[src/rtl/swlw_report_collector.sv]
// Report collector for the swlw automata stage.
// Ports: clk, reset (async, active-high), run, clear_sticky, symbols_in, reports_in
//   -> event FIFO (rpt_valid/rpt_ready, rpt_vector/symbol/index, fifo_count)
//   -> sticky_reports, overflow, drop_count.
module swlw_report_collector #(
  parameter int NUM_REPORTS = 16,
  parameter int FIFO_DEPTH  = 8,
  parameter int CNT_W       = 32,
  parameter int DROP_W      = 16
) (
  input  logic                          clk,
  input  logic                          reset,
  input  logic                          run,
  input  logic                          clear_sticky,
  input  logic [7:0]                    symbols_in,
  input  logic [NUM_REPORTS-1:0]        reports_in,
  output logic                          rpt_valid,
  input  logic                          rpt_ready,
  output logic [NUM_REPORTS-1:0]        rpt_vector,
  output logic [7:0]                    rpt_symbol,
  output logic [CNT_W-1:0]              rpt_index,
  output logic [$clog2(FIFO_DEPTH):0]   fifo_count,
  output logic [NUM_REPORTS-1:0]        sticky_reports,
  output logic                          overflow,
  output logic [DROP_W-1:0]             drop_count
);

  localparam int AW = $clog2(FIFO_DEPTH);
  localparam logic [AW:0] FULL_C = (AW+1)'(FIFO_DEPTH);

  logic [NUM_REPORTS-1:0] mem_vec_q [FIFO_DEPTH];
  logic [7:0]             mem_sym_q [FIFO_DEPTH];
  logic [CNT_W-1:0]       mem_idx_q [FIFO_DEPTH];

  logic [AW-1:0]          wr_ptr_q, wr_ptr_d;
  logic [AW-1:0]          rd_ptr_q, rd_ptr_d;
  logic [AW:0]            count_q, count_d;
  logic [CNT_W-1:0]       sym_idx_q, sym_idx_d;
  logic [NUM_REPORTS-1:0] sticky_q, sticky_d;
  logic                   ovf_q, ovf_d;
  logic [DROP_W-1:0]      drop_q, drop_d;

  logic push_req, pop, full, push_ok, drop;
  logic [NUM_REPORTS-1:0] run_rep;

  assign rpt_valid = (count_q != '0);
  assign full      = (count_q == FULL_C);
  assign pop       = rpt_valid & rpt_ready;
  assign push_req  = run & (|reports_in);
  // A pop in the same cycle frees a slot, so a full FIFO still accepts.
  assign push_ok   = push_req & (~full | pop);
  assign drop      = push_req & full & ~pop;
  assign run_rep   = run ? reports_in : '0;

  always_comb begin
    wr_ptr_d  = wr_ptr_q;
    rd_ptr_d  = rd_ptr_q;
    count_d   = count_q;
    sym_idx_d = sym_idx_q;
    sticky_d  = sticky_q | run_rep;
    ovf_d     = ovf_q | drop;
    drop_d    = drop_q;
    if (run) sym_idx_d = sym_idx_q + 1'b1;
    if (push_ok) wr_ptr_d = wr_ptr_q + 1'b1;
    if (pop) rd_ptr_d = rd_ptr_q + 1'b1;
    if (push_ok && !pop) count_d = count_q + 1'b1;
    else if (pop && !push_ok) count_d = count_q - 1'b1;
    if (drop && drop_q != '1) drop_d = drop_q + 1'b1;
    // Same-cycle report or drop survives a clear.
    if (clear_sticky) begin
      sticky_d = run_rep;
      ovf_d    = drop;
      drop_d   = drop ? DROP_W'(1) : '0;
    end
  end

  always_ff @(posedge clk or posedge reset) begin
    if (reset) begin
      wr_ptr_q  <= '0;
      rd_ptr_q  <= '0;
      count_q   <= '0;
      sym_idx_q <= '0;
      sticky_q  <= '0;
      ovf_q     <= 1'b0;
      drop_q    <= '0;
    end else begin
      wr_ptr_q  <= wr_ptr_d;
      rd_ptr_q  <= rd_ptr_d;
      count_q   <= count_d;
      sym_idx_q <= sym_idx_d;
      sticky_q  <= sticky_d;
      ovf_q     <= ovf_d;
      drop_q    <= drop_d;
    end
  end

  // Storage needs no reset: the head is masked while the FIFO is empty.
  always_ff @(posedge clk) begin
    if (push_ok) begin
      mem_vec_q[wr_ptr_q] <= reports_in;
      mem_sym_q[wr_ptr_q] <= symbols_in;
      mem_idx_q[wr_ptr_q] <= sym_idx_q;
    end
  end

  assign rpt_vector     = rpt_valid ? mem_vec_q[rd_ptr_q] : '0;
  assign rpt_symbol     = rpt_valid ? mem_sym_q[rd_ptr_q] : '0;
  assign rpt_index      = rpt_valid ? mem_idx_q[rd_ptr_q] : '0;
  assign fifo_count     = count_q;
  assign sticky_reports = sticky_q;
  assign overflow       = ovf_q;
  assign drop_count     = drop_q;

endmodule

[config.mk]
export PLATFORM = sky130hd
export DESIGN_NAME = swlw_report_collector
export DESIGN_NICKNAME = d
export VERILOG_FILES = /design/src/rtl/swlw_report_collector.sv
export SDC_FILE = /design/constraint.sdc
export NUM_CORES = 1
export LEC_CHECK = 0
export ABC_AREA = 1
export CORE_ASPECT_RATIO = 1.4
export CORE_MARGIN = 4
export CORE_UTILIZATION = 54
export DETAILED_ROUTE_END_ITERATION = 8
export PLACE_DENSITY = 0.84
export SYNTH_ARGS = -nofsm -noshare
export SYNTH_HDL_FRONTEND = slang
export SYNTH_SLANG_ARGS = --single-unit
[constraint.sdc]
create_clock -name clk -period 10.8 [get_ports clk]
set_input_delay 2.16 -clock clk [delete_from_list [all_inputs] [get_ports clk]]
set_output_delay 2.16 -clock clk [all_outputs]
set_load 0.05 [all_outputs]
### After elaboration in Yosys (flattened, before gate mapping)

Memory sizes are Yosys's and may differ from the RTL's.
Index checks and enable logic that the tools add are counted.

| storage, ports and cells | value |
|---|---|
| flip-flop bits (word level) | 75 |
| memory bits (writable) | 448 |
| bits of input ports | 29 |
| output and inout bits | 94 |
| word-level logic and storage cells | 50 |
| memories kept | 3 |

| operators by class | value |
|---|---|
| add/subtract/negate cells | 6 |
| equality and inequality tests | 2 |
| mux-type cells | 13 |
| bitwise gates (word level) | 10 |
| reductions and logical operators | 9 |

Memory list:

| memory | depth | bits a word | read ports | clocked after memory_dff | wr ports | line | source |
|---|---|---|---|---|---|---|---|
| mem_idx_q | 8 | 32 | 1 | 0 | 1 | 33 | `logic [CNT_W-1:0] mem_idx_q [FIFO_DEPTH];` |
| mem_vec_q | 8 | 16 | 1 | 0 | 1 | 31 | `logic [NUM_REPORTS-1:0] mem_vec_q [FIFO_DEPTH];` |
| mem_sym_q | 8 | 8 | 1 | 0 | 1 | 32 | `logic [7:0] mem_sym_q [FIFO_DEPTH];` |

Operators with widths:

| kind | number |
|---|---|
| $mux W16 | 5 |
| $add A32 B1 Y32 const B | 1 |
| $mux W32 | 1 |
| $add A16 B1 Y16 const B | 1 |
| $ne A16 B16 Y1 const B | 1 |
| $or A16 B16 Y16 | 1 |
| $reduce_or A16 Y1 | 1 |
| $mux W4 | 2 |
| $mux W8 | 1 |
| $add A3 B1 Y3 const B | 2 |
| $and A1 B1 Y1 | 5 |
| $add A4 B1 Y4 const B | 1 |
| $eq A4 B4 Y1 const B | 1 |
| $mux W1 | 4 |
| $reduce_bool A2 Y1 | 2 |
| $reduce_bool A4 Y1 | 1 |
| $sub A4 B1 Y4 const B | 1 |
| $logic_and A1 B1 Y1 | 3 |
| $logic_not A1 Y1 | 2 |
| $not A1 Y1 | 2 |
| $or A1 B1 Y1 | 2 |

### Logic depth before layout (Yosys ltp)

Gate-level depths: netlist (run 1).

| depth | value |
|---|---|
| word-level depth | 8 |
| mapped depth | 14 |
| gate-level depth less buffers | 14 |

### Worst setup path after synthesis (run 1)

No wires, ideal clock.

| timing | value |
|---|---|
| path kind | in2reg |
| from | input port rpt_ready |
| to | memory mem_idx_q[0][0] (enable) |
| arrival | 5.169 ns |
| required time | 10.330 ns |
| slack | 5.161 ns |
| cell stages on the path | 6 |
| buffers on the path | 0 |
| cells stage by stage | inv_1 nand2_1 nor2_4 nand3b_1 or2_1 nor2_1 |

| between the ends | value |
|---|---|
| cells in the longest elaborated chain, start to end | 5 |

Ends and longest elaborated chain:

| element | line | source |
|---|---|---|
| from (decl) | 18 | `input logic rpt_ready,` |
| $and A1 B1 Y1 | 48 | `assign pop = rpt_valid & rpt_ready;` |
| $or A1 B1 Y1 | 51 | `assign push_ok = push_req & (~full \| pop);` |
| $and A1 B1 Y1 | 51 |  |
| $mux W1 | 99 | `if (push_ok) begin` |
| $mux W1 (not written as such) | 102 | `mem_idx_q[wr_ptr_q] <= sym_idx_q;` |
| to (decl) | 33 |  |

No other way between the ends.

### Worst setup path in the final report (run 1)

| timing | value |
|---|---|
| from | register rd_ptr_q[0] |
| to | output port rpt_vector[15] |

| between the ends | value |
|---|---|
| cells in the longest elaborated chain, start to end | 2 |

Ends and longest elaborated chain:

| element | line | source |
|---|---|---|
| from (decl) | 36 | `logic [AW-1:0] rd_ptr_q, rd_ptr_d;` |
| from (signal assigned) | 88 | `rd_ptr_q <= rd_ptr_d;` |
| $mem_v2 Z8 W16 | n/a |  |
| $mux W16 | 106 | `assign rpt_vector = rpt_valid ? mem_vec_q[rd_ptr_q] : '0;` |
| to (decl) | 19 | `output logic [NUM_REPORTS-1:0] rpt_vector,` |

No other way between the ends.

==> out/qor.json, run 1 <==
{
  "drv_slew": {"value": 0},
  "max_clock_freq": {"value": 144, "unit": "MHz"},
  "category_of_the_worst_setup_path_capture_point": {"value": "output port"},
  "final.setup.tns": {"value": 0, "unit": "ps"},
  "yosys_warnings": {"value": 0},
  "synth_cells": {"value": 1761},
  "io_buffer_count": {"value": 122},
  "setup_repair_after_global_routing_missed_its_margin": {"value": "false"},
  "outcome": {"value": "finished, final reports clean"},
  "cts_hold_buffers": {"value": 0},
  "tightest_slew": {"value": 1180, "unit": "ps"},
  "sw_frac_of_total": {"value": 0.406},
  "vias_in_the_first_global_route": {"value": 14000},
  "number_of_clock_buffers_inserted_by_tritoncts": {"value": 47},
  "placementRows": {"value": 86},
  "timing.final.crit_period": {"value": 6920, "unit": "ps"},
  "synth_cell_type_count": {"value": 37},
  "yosysSeqAreaShare": {"value": 0.711},
  "dr.first_iter.drc_count": {"value": 1555},
  "crit_type": {"value": "reg -> out"},
  "fin_nets": {"value": 1892},
  "holdCritPathClass": {"value": "reg -> reg"},
  "drcViolationCount": {"value": 0},
  "cap_viol_max_count": {"value": 0},
  "globalRoute.totalOverflow": {"value": 0},
  "wire_length_per_cell": {"value": 19.9, "unit": "um"},
  "post-route-util": {"value": 0.627},
  "crit_arrival": {"value": 4760, "unit": "ps"},
  "seq_power_share": {"value": 0.375},
  "mappedNetlistNets": {"value": 1798},
  "wp_data_required": {"value": 8640, "unit": "ps"},
  "instances_no_fill": {"value": 2421},
  "post_synth.cell_area_avg": {"value": 12.2, "unit": "sq um"},
  "finalInstanceArea": {"value": 0.0247, "unit": "sq mm"},
  "routabilityCongestion": {"value": 0.837},
  "cts_tree": {"value": "done"},
  "grt_max_degree": {"value": 120},
  "root_buffer": {"value": "clkbuf_16"},
  "number_of_inserted_diodes": {"value": 0},
  "power_density": {"value": 290, "unit": "mW/mm^2"},
  "clkLatencyLatePin": {"value": 570, "unit": "ps"},
  "dpl.hpwl": {"value": 25700, "unit": "um"},
  "via_count": {"value": 14100},
  "detailed_place.area": {"value": 0.0231, "unit": "sq mm"},
  "clkSinkCount": {"value": 523},
  "critical_path.startpoint": {"value": "rd_ptr_q[0]"},
  "most-common-layout-cells": {"value": "edfxtp_1, nor2_1, o21ai_0"},
  "synth_seq_cells": {"value": 523},
  "report.final.setup_viol": {"value": 0},
  "io_pins": {"value": 123},
  "max_slew_margin": {"value": 0.216},
  "antenna_found_initial": {"value": 1},
  "htreeDepth": {"value": 2},
  "worst_min_delay_path_startpoint": {"value": "overflow"},
  "floorplan.die.width": {"value": 177, "unit": "um"},
  "synth_top_flop_cell": {"value": "edfxtp_1"},
  "total_routed_wirelength": {"value": 48300, "unit": "um"},
  "first_pass_iters": {"value": 5},
  "cts_buffer_depth": {"value": 3},
  "final_common_cell": {"value": "edfxtp_1"},
  "clockPowerShare": {"value": 0.233},
  "irDropWorstVdd": {"value": 330, "unit": "uV"},
  "detail-route-antenna-nets": {"value": 0},
  "synth-async-reset-ratio": {"value": 0.143},
  "dpl.cell_count": {"value": 2334},
  "routed_via_density": {"value": 5.81},
  "critPathLaunchType": {"value": "flop"},
  "synth_enable_flop_cells": {"value": 448},
  "register_to_register_setup_slack": {"value": 7500, "unit": "ps"},
  "power_leakage": {"value": 0.00874, "unit": "uW"},
  "gr-usage-all-layers": {"value": 0.220},
  "cell_area_synth": {"value": 0.0216, "unit": "sq mm"},
  "internal_power_summed_over_all_cells": {"value": 4250, "unit": "uW"},
  "grt_first_pass_wirelength": {"value": 75000, "unit": "um"},
  "worst_r2r_startpoint": {"value": "fifo_count[1]"},
  "post-route-period-util": {"value": 0.641},
  "clkSlewWorstSetupHoldPaths": {"value": 60, "unit": "ps"},
  "dieArea": {"value": 0.0433, "unit": "sq mm"},
  "area_growth": {"value": 14.4, "unit": "%"},
  "p_switching": {"value": 2900, "unit": "uW"},
  "drive_gt1_frac": {"value": 0.0644},
  "die_height": {"value": 244, "unit": "um"},
  "timing.critical_path.fanout_max": {"value": 96},
  "cts_resized": {"value": 0},
  "clock-skew-final": {"value": 17.6, "unit": "ps"},
  "pwr-share-comb": {"value": 0.392},
  "post-cts-setup-buffer-count": {"value": 0},
  "floorplan.core_area": {"value": 0.0394, "unit": "sq mm"},
  "finalHoldViolCount": {"value": 0},
  "hold_slack": {"value": 490, "unit": "ps"},
  "floorplan.initialDensity": {"value": 0.548}
}
==> area by class of cell <==
cell class,count,area (sq um)
clock buffers,59,1240
multi-input cells,1084,5560
well taps,528,661
clock inverters,28,302
flip-flops and latches,523,15300
fillers,2815,14700
inverters,59,225
repair buffers,140,1360
==> metrics by stage <==
stage               power, uW  worst slack, ps
floorplan                4640             5160
global placement         5430             4500
detailed placement       5510             4530
CTS                      7180             3850
global route             7480             3620
finish                   7150             3880
==> logic make-up after synthesis <==
family | share of synthesized area
simple gates | 0.119
flops | 0.711
compound gates | 0.0914
buf+inv | 0.0343
mux | 0.0260
xor+xnor | 0.0138
fa+ha+maj | 0.00499
==> power by group through the flow <==
stage / clock network, uW / logic, uW / registers, uW
after floorplan: 0 / 2000 / 2640
after global placement: 0 / 2730 / 2700
after detailed placement: 0 / 2790 / 2720
after CTS: 1680 / 2820 / 2680
after global routing: 1770 / 3010 / 2710
final: 1660 / 2810 / 2680
==> synth_stat cells, types with 3 or more instances <==
cell      count  area (sq um)
a22o_1       16           140
o21ai_1      26           130
nand4_1      15          93.8
nand2_1     126           473
nor2_2        6          37.5
edfxtp_1    448         13500
dfrtp_1      75          1880
nor2_1      401          1510
o21bai_1      4          30.0
buf_8         5          75.1
ha_1          7          87.6
buf_2        26           130
o21ai_0     261          1310
mux2i_1      56           561
o22ai_1      56           350
nand3b_1      4          30.0
clkbuf_1     51           191
nand3_1      49           245
buf_4         5          37.5
xor2_1       18           158
inv_2         6          22.5
xnor2_1      16           140
inv_1        52           195
a21oi_1       3          15.0
nor3_1        8          40.0
buf_6         7          78.8
==> worst paths after layout <==
path	to	depth (start not counted)
min	overflow	2
max reg2reg	mem_sym_q[2][6]	7
min in group asynchronous	drop_count[4]	3
max in group asynchronous	rd_ptr_q[0]	3
min reg2reg	overflow	2
max	rpt_vector[15]	7
==> per-layer routing <==
layer / up-vias / GRT usage / routed length, um
li1: 6445 / - / -
met4: 2 / 0.0715 / 1280
met2: 620 / 0.391 / 25500
met5: - / 0 / 20
met1: 6899 / 0.277 / 18300
met3: 109 / 0.0329 / 3210
==> critical path, stage by stage (launching register included) <==
cell	delay, ps
dfrtp_4	860
inv_4	760
buf_4	850
o21ai_0	230
o21ai_0	130
o21ai_0	120
nor2_1	310
clkdlybuf4s50_1	860
==> flip-flops by register name, summed over array words and instances, names as in the netlist <==
signal / flops
drop_count: 16
fifo_count: 4
mem_idx_q: 256
mem_sym_q: 64
mem_vec_q: 128
overflow: 1
rd_ptr_q: 3
sticky_reports: 16
sym_idx_q: 32
wr_ptr_q: 3
(Power assumes the default switching activity.)
==> run 2, diff against run 1 <==
==> constraint.sdc (replaced) <==
create_clock -name clk -period 6.9 [get_ports clk]
set_input_delay 1.38 -clock clk [delete_from_list [all_inputs] [get_ports clk]]
set_output_delay 1.38 -clock clk [all_outputs]
set_load 0.05 [all_outputs]
==> run 2 against run 1 <==
Clock power increased by 55%. Via count increased by 1.9%. Sequential power increased by 56%. Critical endpoint is now rpt_index[5]. Largest cell class unchanged. Largest power group unchanged.
==> out/qor.json, run 2 (synthesized netlist as in run 1, its figures left out) <==
{
  "outcome": {"value": "finished, final reports clean", "change": "unchanged"},
  "gr-usage-all-layers": {"value": 0.230, "change": "was 0.220"},
  "dieArea": {"value": 0.0433, "unit": "sq mm", "change": "unchanged"},
  "cp_cell_sequence": {"value": "buf_4, nor2_1, nor2_1, o21ai_0, o21ai_1, o21ai_1, nor2_1, clkdlybuf4s50_1", "change": "was inv_4, buf_4, o21ai_0, o21ai_0, o21ai_0, nor2_1, clkdlybuf4s50_1"},
  "wp_data_required": {"value": 5520, "unit": "ps", "change": "was 8640 ps"},
  "power_leakage": {"value": 0.00874, "unit": "uW", "change": "about the same"},
  "detail-route-antenna-nets": {"value": 0, "change": "unchanged"},
  "floorplan.core_area": {"value": 0.0394, "unit": "sq mm", "change": "unchanged"},
  "floorplan.die.width": {"value": 177, "unit": "um", "change": "unchanged"},
  "antenna_found_initial": {"value": 0, "change": "was 1"},
  "worst_r2r_startpoint": {"value": "fifo_count[1]", "change": "unchanged"},
  "instances_no_fill": {"value": 2425, "change": "was 2,421"},
  "number_of_clock_buffers_inserted_by_tritoncts": {"value": 46, "change": "was 47"},
  "irDropWorstVdd": {"value": 323, "unit": "uV", "change": "was 330 uV"},
  "tightest_slew": {"value": 1190, "unit": "ps", "change": "was 1180 ps"},
  "detailed_place.area": {"value": 0.0232, "unit": "sq mm", "change": "was 0.0231 sq mm"},
  "critical_path.slowest_cell": {"value": "dfrtp_4", "change": "unchanged"},
  "reg_top3": {"value": "mem_idx_q x256, mem_vec_q x128, mem_sym_q x64", "change": "unchanged"},
  "most-common-layout-cells": {"value": "edfxtp_1, nor2_1, o21ai_0", "change": "unchanged"},
  "number_of_inserted_diodes": {"value": 0, "change": "unchanged"},
  "drv_slew": {"value": 0, "change": "unchanged"},
  "crit_type": {"value": "reg -> out", "change": "unchanged"},
  "area_growth": {"value": 14.6, "unit": "%", "change": "was 14.4%"},
  "grt_first_pass_wirelength": {"value": 79100, "unit": "um", "change": "was 75,000 um"},
  "final_common_cell": {"value": "edfxtp_1", "change": "unchanged"},
  "fin_nets": {"value": 1896, "change": "was 1,892"},
  "routed_via_density": {"value": 5.92, "change": "was 5.81"},
  "floorplan.initialDensity": {"value": 0.548, "change": "unchanged"},
  "die_height": {"value": 244, "unit": "um", "change": "unchanged"},
  "dpl.cell_count": {"value": 2339, "change": "was 2,334"},
  "critical_path.startpoint": {"value": "rd_ptr_q[0]", "change": "unchanged"},
  "cts_resized": {"value": 0, "change": "unchanged"},
  "drive_gt1_frac": {"value": 0.0659, "change": "was 0.0644"},
  "placementRows": {"value": 86, "change": "unchanged"},
  "post-route-period-util": {"value": 0.835},
  "vias_in_the_first_global_route": {"value": 14600, "change": "was 14,000"},
  "via_count": {"value": 14300, "change": "was 14,100"},
  "cts_tree": {"value": "done", "change": "unchanged"},
  "wire_length_per_cell": {"value": 20.7, "unit": "um", "change": "was 19.9 um"},
  "finalHoldViolCount": {"value": 0, "change": "unchanged"},
  "cap_viol_max_count": {"value": 0, "change": "unchanged"},
  "timing.critical_path.fanout_max": {"value": 92, "change": "was 96"},
  "register_to_register_setup_slack": {"value": 3920, "unit": "ps", "change": "was 7500 ps"},
  "power_density": {"value": 453, "unit": "mW/mm^2", "change": "was 290 mW/mm^2"},
  "routabilityCongestion": {"value": 0.831, "change": "was 0.837"},
  "post-cts-setup-buffer-count": {"value": 0, "change": "unchanged"},
  "timing.final.crit_period": {"value": 5760, "unit": "ps"},
  "cts_hold_buffers": {"value": 0, "change": "unchanged"},
  "critical_path.max_stage_delay": {"value": 1120, "unit": "ps", "change": "was 860 ps"},
  "clkSinkCount": {"value": 523, "change": "unchanged"},
  "clkLatencyLatePin": {"value": 570, "unit": "ps", "change": "about the same"},
  "grt_max_degree": {"value": 115, "change": "was 120"},
  "clock-skew-final": {"value": 16.4, "unit": "ps", "change": "was 17.6 ps"},
  "largest-register": {"value": "mem_idx_q", "change": "unchanged"},
  "dr.first_iter.drc_count": {"value": 1585, "change": "was 1,555"},
  "category_of_the_worst_setup_path_capture_point": {"value": "output port", "change": "unchanged"},
  "crit_arrival": {"value": 4380, "unit": "ps", "change": "was 4760 ps"},
  "setup_repair_after_global_routing_missed_its_margin": {"value": "false", "change": "unchanged"},
  "finalInstanceArea": {"value": 0.0247, "unit": "sq mm", "change": "about the same"},
  "report.final.setup_viol": {"value": 0, "change": "unchanged"},
  "htreeDepth": {"value": 2, "change": "unchanged"},
  "largest_reg_flops": {"value": 256, "change": "unchanged"},
  "io_buffer_count": {"value": 122, "change": "unchanged"},
  "worst_min_delay_path_startpoint": {"value": "overflow", "change": "unchanged"},
  "cts_buffer_depth": {"value": 3, "change": "unchanged"},
  "final.setup.tns": {"value": 0, "unit": "ps", "change": "unchanged"},
  "globalRoute.totalOverflow": {"value": 0, "change": "unchanged"},
  "clkSlewWorstSetupHoldPaths": {"value": 70, "unit": "ps", "change": "was 60 ps"},
  "max_slew_margin": {"value": 0.206, "change": "was 0.216"},
  "io_pins": {"value": 123, "change": "unchanged"},
  "max_clock_freq": {"value": 174, "unit": "MHz"},
  "critPathLaunchType": {"value": "flop", "change": "unchanged"},
  "crit_path_frequent_cell": {"value": "nor2_1", "change": "was o21ai_0"},
  "holdCritPathClass": {"value": "reg -> reg", "change": "unchanged"},
  "total_routed_wirelength": {"value": 50200, "unit": "um", "change": "was 48,300 um"},
  "drcViolationCount": {"value": 0, "change": "unchanged"},
  "first_pass_iters": {"value": 6, "change": "was 5"},
  "dpl.hpwl": {"value": 27500, "unit": "um", "change": "was 25,700 um"},
  "root_buffer": {"value": "clkbuf_16", "change": "unchanged"}
}
-- run 2: changes by cell type in the layout (fill, tap and decap cells not counted), sizes merged --
cell and delta:
buf +5, bufinv -2, inv +1, clkinv -7, clkinvlp -1, clkbuf +8
-- run 2: through the flow --
stage	setup slack, ps	hold WS, ps	util	power [uW]
after global placement	1860	467	0.589	8500
after CTS	1190	501	0.627	11200
final	1140	499	0.627	11200
after detailed placement	1830	481	0.589	8640
after global routing	943	519	0.627	11700
after floorplan	2040	482	-	7260
-- run 2: power breakdown --
part	internal [uW]	switching [uW]	leakage, uW
clock network	1440	1140	0.000723
registers	3850	340	0.00503
logic	1340	3100	0.00299
total	6620	4580	0.00874
-- run 2: path summary, 6_finish.rpt --
path / end / cells past startpoint
max: rpt_index[5] / 8
min: overflow / 2
max reg2reg: mem_vec_q[5][7] / 8
min reg2reg: overflow / 2
max in group asynchronous: rd_ptr_q[1] / 3
min in group asynchronous: drop_count[5] / 3
-- run 2: routing by layer --
metal  vias to the layer above  global-route usage  wire length, um
met5                         -                   0                0
met4                         0              0.0922             1910
met3                       149              0.0329             3910
met2                       789               0.405            26300
met1                      6953               0.288            18000
li1                       6456                   -                -
-- run 2: area by class of cell --
type / count / area, sq um
clock buffer: 67 / 1300
clock inverter: 19 / 208
fill: 2807 / 14700
inverter: 59 / 225
multi-input combinational: 1084 / 5560
sequential: 523 / 15300
tap: 528 / 661
timing repair buffer: 145 / 1420
-- run 2: worst max-delay path: cells and delay by family (launching register included) --
family          cells  cell delay (ps)
flops               1             1120
buf+inv             2             1710
compound gates      3              370
simple gates        3              410
